===== src/rtl/npu_pkg.sv =====
// Shared types and widths for the NPU softmax command path.
package npu_pkg;

    localparam int SMX_ADDR_W = 16;

    typedef enum logic [2:0] {
        S_IDLE  = 3'd0,
        S_ISSUE = 3'd1,
        S_WAIT  = 3'd2,
        S_NEXT  = 3'd3,
        S_DONE  = 3'd4
    } softmax_sched_state_t;

endpackage


===== src/rtl/softmax_row_scheduler.sv =====
// Walks a softmax engine over every row of a score matrix, issuing one
// stride-advanced row command at a time and pulsing done at the end.
module softmax_row_scheduler
    import npu_pkg::*;
(
    input  logic                  clk,
    input  logic                  rst,
    input  logic                  cmd_valid,
    output logic                  cmd_ready,
    input  logic [SMX_ADDR_W-1:0] num_rows,
    input  logic [SMX_ADDR_W-1:0] row_len,
    input  logic [SMX_ADDR_W-1:0] src_base,
    input  logic [SMX_ADDR_W-1:0] dst_base,
    input  logic [SMX_ADDR_W-1:0] src_stride,
    input  logic [SMX_ADDR_W-1:0] dst_stride,
    input  logic [SMX_ADDR_W-1:0] scale_factor,
    input  logic                  causal_en,
    input  logic [SMX_ADDR_W-1:0] causal_offset,
    output logic                  eng_cmd_valid,
    input  logic                  eng_cmd_ready,
    output logic [SMX_ADDR_W-1:0] eng_length,
    output logic [SMX_ADDR_W-1:0] eng_src_base,
    output logic [SMX_ADDR_W-1:0] eng_dst_base,
    output logic [SMX_ADDR_W-1:0] eng_scale_factor,
    output logic [SMX_ADDR_W-1:0] eng_causal_limit,
    output logic                  eng_causal_mask_en,
    input  logic                  eng_done,
    output logic [SMX_ADDR_W-1:0] row_idx,
    output logic                  busy,
    output logic                  done
);

    softmax_sched_state_t state_q, state_d;

    logic [SMX_ADDR_W-1:0] num_rows_q, num_rows_d;
    logic [SMX_ADDR_W-1:0] row_len_q, row_len_d;
    logic [SMX_ADDR_W-1:0] src_stride_q, src_stride_d;
    logic [SMX_ADDR_W-1:0] dst_stride_q, dst_stride_d;
    logic [SMX_ADDR_W-1:0] scale_q, scale_d;
    logic [SMX_ADDR_W-1:0] causal_offset_q, causal_offset_d;
    logic                  causal_en_q, causal_en_d;
    logic [SMX_ADDR_W-1:0] row_idx_q, row_idx_d;
    logic [SMX_ADDR_W-1:0] cur_src_q, cur_src_d;
    logic [SMX_ADDR_W-1:0] cur_dst_q, cur_dst_d;
    logic [SMX_ADDR_W-1:0] limit_q, limit_d;
    logic [SMX_ADDR_W:0]   limit_sum_s;
    logic                  cmd_ready_q, cmd_ready_d;
    logic                  eng_cmd_valid_q, eng_cmd_valid_d;
    logic                  busy_q, busy_d;
    logic                  done_q, done_d;

    // Sequencing: command capture, handshake tracking and row advance
    always_comb begin
        state_d         = state_q;
        num_rows_d      = num_rows_q;
        row_len_d       = row_len_q;
        src_stride_d    = src_stride_q;
        dst_stride_d    = dst_stride_q;
        scale_d         = scale_q;
        causal_offset_d = causal_offset_q;
        causal_en_d     = causal_en_q;
        row_idx_d       = row_idx_q;
        cur_src_d       = cur_src_q;
        cur_dst_d       = cur_dst_q;
        case (state_q)
            S_IDLE: begin
                if (cmd_valid) begin
                    num_rows_d      = num_rows;
                    row_len_d       = row_len;
                    src_stride_d    = src_stride;
                    dst_stride_d    = dst_stride;
                    scale_d         = scale_factor;
                    causal_offset_d = causal_offset;
                    causal_en_d     = causal_en;
                    row_idx_d       = 16'd0;
                    cur_src_d       = src_base;
                    cur_dst_d       = dst_base;
                    if ((num_rows == 16'd0) || (row_len == 16'd0)) begin
                        state_d = S_DONE;
                    end else begin
                        state_d = S_ISSUE;
                    end
                end else begin
                    state_d = S_IDLE;
                end
            end
            S_ISSUE: begin
                if (eng_cmd_valid_q && eng_cmd_ready) begin
                    state_d = S_WAIT;
                end else begin
                    state_d = S_ISSUE;
                end
            end
            S_WAIT: begin
                if (eng_done) begin
                    state_d = S_NEXT;
                end else begin
                    state_d = S_WAIT;
                end
            end
            S_NEXT: begin
                if (row_idx_q == (num_rows_q - 16'd1)) begin
                    state_d = S_DONE;
                end else begin
                    row_idx_d = row_idx_q + 16'd1;
                    cur_src_d = cur_src_q + src_stride_q;
                    cur_dst_d = cur_dst_q + dst_stride_q;
                    state_d   = S_ISSUE;
                end
            end
            S_DONE:  state_d = S_IDLE;
            default: state_d = S_IDLE;
        endcase
    end

    // Causal limit for the row being presented, clamped to 16 bits
    always_comb begin
        limit_sum_s = {1'b0, row_idx_d} + {1'b0, causal_offset_d};
        if (limit_sum_s[SMX_ADDR_W]) begin
            limit_d = 16'hFFFF;
        end else begin
            limit_d = limit_sum_s[SMX_ADDR_W-1:0];
        end
    end

    // Status outputs decoded from the upcoming state so they register in step with it
    always_comb begin
        cmd_ready_d     = (state_d == S_IDLE);
        eng_cmd_valid_d = (state_d == S_ISSUE);
        busy_d          = (state_d != S_IDLE);
        done_d          = (state_d == S_DONE);
    end

    // State and output registers
    always_ff @(posedge clk) begin
        if (rst) begin
            state_q         <= S_IDLE;
            num_rows_q      <= 16'd0;
            row_len_q       <= 16'd0;
            src_stride_q    <= 16'd0;
            dst_stride_q    <= 16'd0;
            scale_q         <= 16'd0;
            causal_offset_q <= 16'd0;
            causal_en_q     <= 1'b0;
            row_idx_q       <= 16'd0;
            cur_src_q       <= 16'd0;
            cur_dst_q       <= 16'd0;
            limit_q         <= 16'd0;
            cmd_ready_q     <= 1'b1;
            eng_cmd_valid_q <= 1'b0;
            busy_q          <= 1'b0;
            done_q          <= 1'b0;
        end else begin
            state_q         <= state_d;
            num_rows_q      <= num_rows_d;
            row_len_q       <= row_len_d;
            src_stride_q    <= src_stride_d;
            dst_stride_q    <= dst_stride_d;
            scale_q         <= scale_d;
            causal_offset_q <= causal_offset_d;
            causal_en_q     <= causal_en_d;
            row_idx_q       <= row_idx_d;
            cur_src_q       <= cur_src_d;
            cur_dst_q       <= cur_dst_d;
            limit_q         <= limit_d;
            cmd_ready_q     <= cmd_ready_d;
            eng_cmd_valid_q <= eng_cmd_valid_d;
            busy_q          <= busy_d;
            done_q          <= done_d;
        end
    end

    assign cmd_ready          = cmd_ready_q;
    assign eng_cmd_valid      = eng_cmd_valid_q;
    assign eng_length         = row_len_q;
    assign eng_src_base       = cur_src_q;
    assign eng_dst_base       = cur_dst_q;
    assign eng_scale_factor   = scale_q;
    assign eng_causal_limit   = limit_q;
    assign eng_causal_mask_en = causal_en_q;
    assign row_idx            = row_idx_q;
    assign busy               = busy_q;
    assign done               = done_q;

endmodule


===== config.mk =====
export PLATFORM = sky130hd
export DESIGN_NAME = softmax_row_scheduler
export DESIGN_NICKNAME = d
export VERILOG_FILES = /design/src/rtl/npu_pkg.sv /design/src/rtl/softmax_row_scheduler.sv
export SDC_FILE = /design/constraint.sdc
export NUM_CORES = 1
export LEC_CHECK = 0
export ABC_AREA = 1
export CORE_ASPECT_RATIO = 1.2
export CORE_MARGIN = 2
export CORE_UTILIZATION = 46
export DETAILED_ROUTE_END_ITERATION = 10
export PLACE_DENSITY = 0.86
export SLEW_MARGIN = 5
export SYNTH_ARGS = -nofsm -noshare
export SYNTH_HDL_FRONTEND = slang
export SYNTH_SLANG_ARGS = --single-unit
export TNS_END_PERCENT = 1

===== constraint.sdc =====
create_clock -name clk -period 3.45 [get_ports clk]
set_input_delay 0.345 -clock clk [delete_from_list [all_inputs] [get_ports clk]]
set_output_delay 0.345 -clock clk [all_outputs]
set_load 0.02 [all_outputs]

==> flow_summary.toml, run 1 <==
[outcome]
status = "finished with violations"
violations = "negative setup slack"

[sta]
fin_ws_ns = -0.154
min_period_over_period_pct = 104
setup_viol = 16
hold_viol_final = 0
fin_skew_ns = 0.0156
period_minus_slack_ns = 3.60
slew_violations = 0
max_freq_ghz = 0.277
max-slew-margin-rel_pct = 36.1
grt_setup_unrepaired = "yes"
tightest_slew_ns = 0.958

[global_route]
grt_pass1_vias = 10900
grt_use_total_pct = 27.8
grt_pass1_wl_um = 52600
grt_antenna_before_repair = 0
grt-ovfl-total = 0
grt_max_degree = 92

[die]
die_w_um = 139
initial_core_util_pct = 46.7
num_rows = 59
core_sq_um = 21600
dieArea_sq_um = 23100
io_pins = 235
die_h_um = 166

[power]
p_switching_mw = 2.05
irDropWorstVdd_v = 0.000336
clockPowerShare_pct = 33.3
comb_power_share_pct = 29.9
power.density_nw_per_um2 = 423
p_int_mw = 3.96
switching_share_pct = 34.1
leakagePower_nw = 6.61
p_seq_share_pct = 36.8

[routing]
routed-via-count = 11300
drtPass1Iterations = 5
drc_errors = 0
via_per_inst = 5.37
drt-total-wl_um = 33300
route.detailed.wl_per_inst_um = 15.8
drt-initial-drc-count = 760
ant_nets = 0

[finish]
final_cell_count_no_fill = 2105
utilization_pct = 65.8
layout-drive-gt1-share_pct = 13.9
area_growth_pct = 41.1
mostFrequentLayoutCell = "nand2_1"
final_nets = 2003
diodes = 0
final_cell_mix = "nand2_1 (450), clkdlybuf4s50_1 (233), a21oi_1 (187)"

[clock_tree]
cts_tree = "yes"
clockBufferDepth = 2
clk_transition_reported_paths_ns = 0.08
cts-htree-levels = 4
numCtsBuffers = 17
cts_sinks = 168
cts_hold_buf = 0
clock_latency_ns = 0.43
cts_root_buf = "clkbuf_16"

[synth]
yosys_warnings = 0
netlist_area_sq_um = 10100
ys.flop_type = "dfxtp_1"
synth_edf_count = 0
avgSynthCellArea_sq_um = 6.64
syn_inst = 1514
synthesis.nets = 1699
synth_cell_type_count = 42
ys_seq_area_share_pct = 33.4
ys_seq_elements = 168
synthArstFlopShare_pct = 0

[setup_path]
critPathCaptureType = "flop"
r2r-start = "num_rows_q[0]"
crit_buf_inv = 6
critPathRequiredTime_ns = 3.78
criticalPathCategory = "flop to flop"
crit_top_cell = "nand2_2"
critical_path.startpoint = "num_rows_q[0]"
max_stage_delay_ns = 0.37
path_delay_family = "simple AND/OR/NAND/NOR gates"
cp_data_arrival_time_ns = 3.93
cp_max_fo = 6
cp-start-kind = "flop"
slowest_stage = "fa_2"

[placed_design]
dp.cells = 2067
detailed_place_hpwl_um = 24700
io_buffers = 234
place_congestion = 0.962

[hold_path]
hp-class = "primary input to flop"
hold_start = "src_stride[7]"

[run]
cap_violations = 0
## synthesized netlist by cell type, types with 9 or more instances
library cell / number / area (sq um)
a211oi_1: 16 / 120
a21o_1: 12 / 90.1
a21oi_1: 188 / 941
clkbuf_1: 45 / 169
dfxtp_1: 168 / 3360
ha_1: 48 / 601
inv_1: 144 / 541
nand2_1: 460 / 1730
nand3_1: 121 / 606
nand3b_1: 9 / 67.6
nand4_1: 10 / 62.6
nor2_1: 79 / 297
nor2_2: 11 / 68.8
o21ai_0: 53 / 265
or2_2: 23 / 144
xnor2_1: 17 / 149
xor2_1: 28 / 245
## through the flow
step	hold slack, ns	instance area, sq um	TNS, ns	setup slack, ns	total power, mW
2_1_floorplan	0.449	10100	0	0.00138	3.23
3_3_place_gp	0.451	13300	-2.34	-0.174	3.93
3_5_place_dp	0.455	13300	-3.76	-0.266	3.97
4_1_cts	0.447	14000	-0.490	-0.0582	5.98
5_1_grt	0.451	14200	-5.65	-0.395	6.30
6_report	0.459	14200	-1.95	-0.154	6.01
## cell families after synthesis
| group | synth area share (%) |
|---|---|
| fa+ha+maj | 6.57 |
| buf+inv | 8.59 |
| flops | 33.4 |
| compound gates | 15.5 |
| xor+xnor | 3.92 |
| simple gates | 32.0 |
## path summary, 6_finish.rpt
path / end / depth (start not counted) / slack (ns)
max: eng_causal_limit[4] / 29 / -0.15
min: src_stride_q[7] / 3 / 0.46
max reg2reg: eng_causal_limit[4] / 29 / -0.15
min reg2reg: eng_scale_factor[6] / 2 / 0.47
## worst min-delay path: stages
cell	delay [ns]
clkdlybuf4s50_1	0.39
nand2_1	0.06
a21oi_1	0.05
## state kept, by name (all words and copies together) (netlist names)
name and cells:
eng_scale_factor 16, eng_src_base 16, busy 1, dst_stride_q 16, row_idx 16, done 1
cmd_ready 1, eng_dst_base 16, num_rows_q 16, state_q 3, src_stride_q 16, eng_causal_limit 16
eng_causal_mask_en 1, eng_cmd_valid 1, eng_length 16, causal_offset_q 16
## what timing repair did
action / CTS / global route
setup endpoints to repair: 16 / 16
gates resized for setup: 23 / 38
setup buffers: 2 / 4
pin swaps: 5 / 27
## layout make-up
cell class                 instances  area [sq um]
tap                              274           343
multi-input combinational       1130          6040
sequential                       168          3380
timing repair buffer             350          3230
clock inverter                    15           201
fill                            1823          7360
inverter                         151           571
clock buffer                      17           425
## power groups by stage
| stage | combinational, mW | clock (mW) | sequential [mW] |
|---|---|---|---|
| CTS | 1.75 | 2.03 | 2.21 |
| floorplan | 0.887 | 0 | 2.35 |
| global route | 1.96 | 2.11 | 2.22 |
| finish | 1.79 | 2.00 | 2.21 |
| detailed placement | 1.72 | 0 | 2.25 |
| global placement | 1.69 | 0 | 2.24 |
## metal layers
metal  part of all wire [%]  wire length, um  vias to the layer above  global-route usage (%)
met5                      0                0                        -                       0
met4                    4.7             1550                        0                    13.5
met3                    6.1             2040                       98                    5.33
met2                     50            16500                      420                    49.8
met1                     39            13100                     5237                    31.6
li1                       -                -                     5542                       -
No activity file was read; power rests on OpenSTA's default activity.
==> run 2, diff against run 1 <==
--- a/config.mk
+++ b/config.mk
@@ -6,11 +6,13 @@
 export NUM_CORES = 1
 export LEC_CHECK = 0
 export ABC_AREA = 1
+export CAP_MARGIN = 20
 export CORE_ASPECT_RATIO = 1.2
 export CORE_MARGIN = 2
 export CORE_UTILIZATION = 46
 export DETAILED_ROUTE_END_ITERATION = 10
 export PLACE_DENSITY = 0.86
+export RECOVER_POWER = 100
 export SLEW_MARGIN = 5
 export SYNTH_ARGS = -nofsm -noshare
 export SYNTH_HDL_FRONTEND = slang
==> run 2 against run 1 <==
Against the previous run: the run ends with max-capacitance violations, max-slew violations, negative setup slack left; highest routed layer unchanged; clock power hardly changed; die area stayed put; routed wire length is 0.19% lower; sequential power hardly changed; register-to-register slack hardly changed; sequential share of layout area hardly changed.
==> flow_summary.toml, run 2 (same netlist as run 1, synthesis figures left out) <==
[placed_design]
io_buffers = 234
dpl_cell_area_sq_um = 13300
place_congestion = 0.962
detailed_place_hpwl_um = 24700
pre_cts_ws_ns = -0.266

[sta]
slew_violations = 130
grt_setup_unrepaired = "yes"
max_freq_ghz = 0.278
hold_viol_final = 0
max-slew-margin-rel_pct = -25.4
setup_viol = 16
fin_ws_ns = -0.152
fin_skew_ns = 0.0148
tightest_slew_ns = 1.88
min_period_over_period_pct = 104
period_minus_slack_ns = 3.60

[finish]
final_area_sq_um = 14200
diodes = 0
final_cell_mix = "nand2_1 (450), a21oi_1 (187), dfxtp_1 (162)"
mostFrequentLayoutCell = "nand2_1"
layout-drive-gt1-share_pct = 13.8
area_growth_pct = 41.0
final_nets = 2003

[die]
core_sq_um = 21600
num_rows = 59
die_h_um = 166
dieArea_sq_um = 23100
initial_core_util_pct = 46.7
io_pins = 235
die_w_um = 139

[setup_path]
r2r_cells = 29
criticalPathCategory = "flop to flop"
r2r-start = "num_rows_q[0]"
slowest_stage = "fa_2"
cp-start-kind = "flop"
critPathRequiredTime_ns = 3.78
crit_top_cell = "nand2_2"
critical_path.startpoint = "num_rows_q[0]"
max_stage_delay_ns = 0.37
cp_max_fo = 6
path_delay_family = "simple AND/OR/NAND/NOR gates"
crit_buf_inv = 6
regToRegSetupSlack_ns = -0.15
critPathCaptureType = "flop"
r2r-end = "eng_causal_limit[4]"
cp_data_arrival_time_ns = 3.93

[clock_tree]
clk_transition_reported_paths_ns = 0.08
cts_tree = "yes"
cts_sinks = 168
clockBufferDepth = 2
clock_latency_ns = 0.43
cts-htree-levels = 4
cts_hold_buf = 0
cts_root_buf = "clkbuf_16"
numCtsBuffers = 17

[routing]
drt-total-wl_um = 33200
drt-initial-drc-count = 638
drtPass1Iterations = 5
ant_nets = 0
route.detailed.wl_per_inst_um = 15.8
drc_errors = 0
via_per_inst = 5.36
routed-via-count = 11300

[hold_path]
hold_start = "src_stride[14]"
min_to = "src_stride_q[14]"
hp-class = "primary input to flop"
worstHoldPathCells = 3

[global_route]
grt_max_degree = 92
grt_pass1_vias = 10900
grt_pass1_wl_um = 52600
grt_use_total_pct = 27.8
grt-ovfl-total = 0
grt_antenna_before_repair = 0

[power]
irDropWorstVdd_v = 0.000333
power.density_nw_per_um2 = 420
leakagePower_nw = 6.84

[run]
cap_violations = 2

[outcome]
status = "finished with violations"
violations = "max-capacitance violations, max-slew violations, negative setup slack"
==> run 2: cell count changes in the layout (fill, tap and decap cells not counted) <==
cell / delta
clkbuf_1: +2
clkinvlp_2: +1
clkdlybuf4s50_1: -95
clkbuf_2: +1
dlygate4sd3_1: +95
clkbuf_4: +7
clkinv_2: -1
buf_4: -10
==> run 2: worst max-delay path by stage <==
stage	cells past startpoint	end	slack (ns)
5_1_grt	29	eng_causal_limit[4]	-0.39
3_3_place_gp	25	eng_causal_limit[10]	-0.17
6_report	29	eng_causal_limit[4]	-0.15
3_5_place_dp	28	eng_causal_limit[10]	-0.27
2_1_floorplan	30	eng_causal_limit[14]	0.001
4_1_cts	28	eng_causal_limit[10]	-0.06
==> run 2: repair_timing <==
action | 4_1_cts | 5_1_grt
pin swaps | 5 | 27
setup endpoints to repair | 16 | 16
resized for setup | 23 | 38
setup buffers | 2 | 4
==> run 2: power by group <==
part / leakage, nW / switching, mW / internal, mW / total [mW]
Combinational: 5.15 / 0.992 / 0.768 / 1.76
Sequential: 1.39 / 0.106 / 2.10 / 2.20
Clock: 0.302 / 0.944 / 1.06 / 2.00
Total: 6.84 / 2.04 / 3.92 / 5.96
==> run 2: stage by stage <==
step                      util (%)  setup TNS, ns  hold WS [ns]  power (mW)  instances
final                         65.8          -1.88         0.461        5.96       2105
after global routing          65.8          -5.65         0.451        6.26       2105
after CTS                     65.1         -0.490         0.447        5.98       2101
after detailed placement      61.9          -3.76         0.455        3.97       2067
after global placement        61.9          -2.34         0.451        3.93       2067
after floorplan                  -              0         0.449        3.23       1514
==> run 2: layout make-up <==
type / instances / area [sq um]
Clock inverter: 15 / 201
Sequential cell: 168 / 3380
Clock buffer: 17 / 425
Multi-Input combinational cell: 1130 / 6040
Inverter: 151 / 571
Tap cell: 274 / 343
Timing Repair Buffer: 350 / 3220
Fill cell: 1824 / 7370
==> run 2: metal layers <==
layer / track usage (%) / routed length [um]
met5: 0 / 0
met1: 31.6 / 13000
met4: 13.5 / 1540
met2: 49.8 / 16700
met3: 5.33 / 2010
==> run 2: worst min-delay path, stage by stage <==
cell and delay, ns:
clkdlybuf4s50_1 0.39, nand2_1 0.06, a21oi_1 0.05
==> run 3, diff against run 2 <==
--- a/config.mk
+++ b/config.mk
@@ -10,6 +10,7 @@
 export CORE_ASPECT_RATIO = 1.2
 export CORE_MARGIN = 2
 export CORE_UTILIZATION = 46
+export CTS_CLUSTER_SIZE = 16
 export DETAILED_ROUTE_END_ITERATION = 10
 export PLACE_DENSITY = 0.86
 export RECOVER_POWER = 100
==> results of run 3 <==
The final DEF is identical to that of run 2; final timing and power are the same.
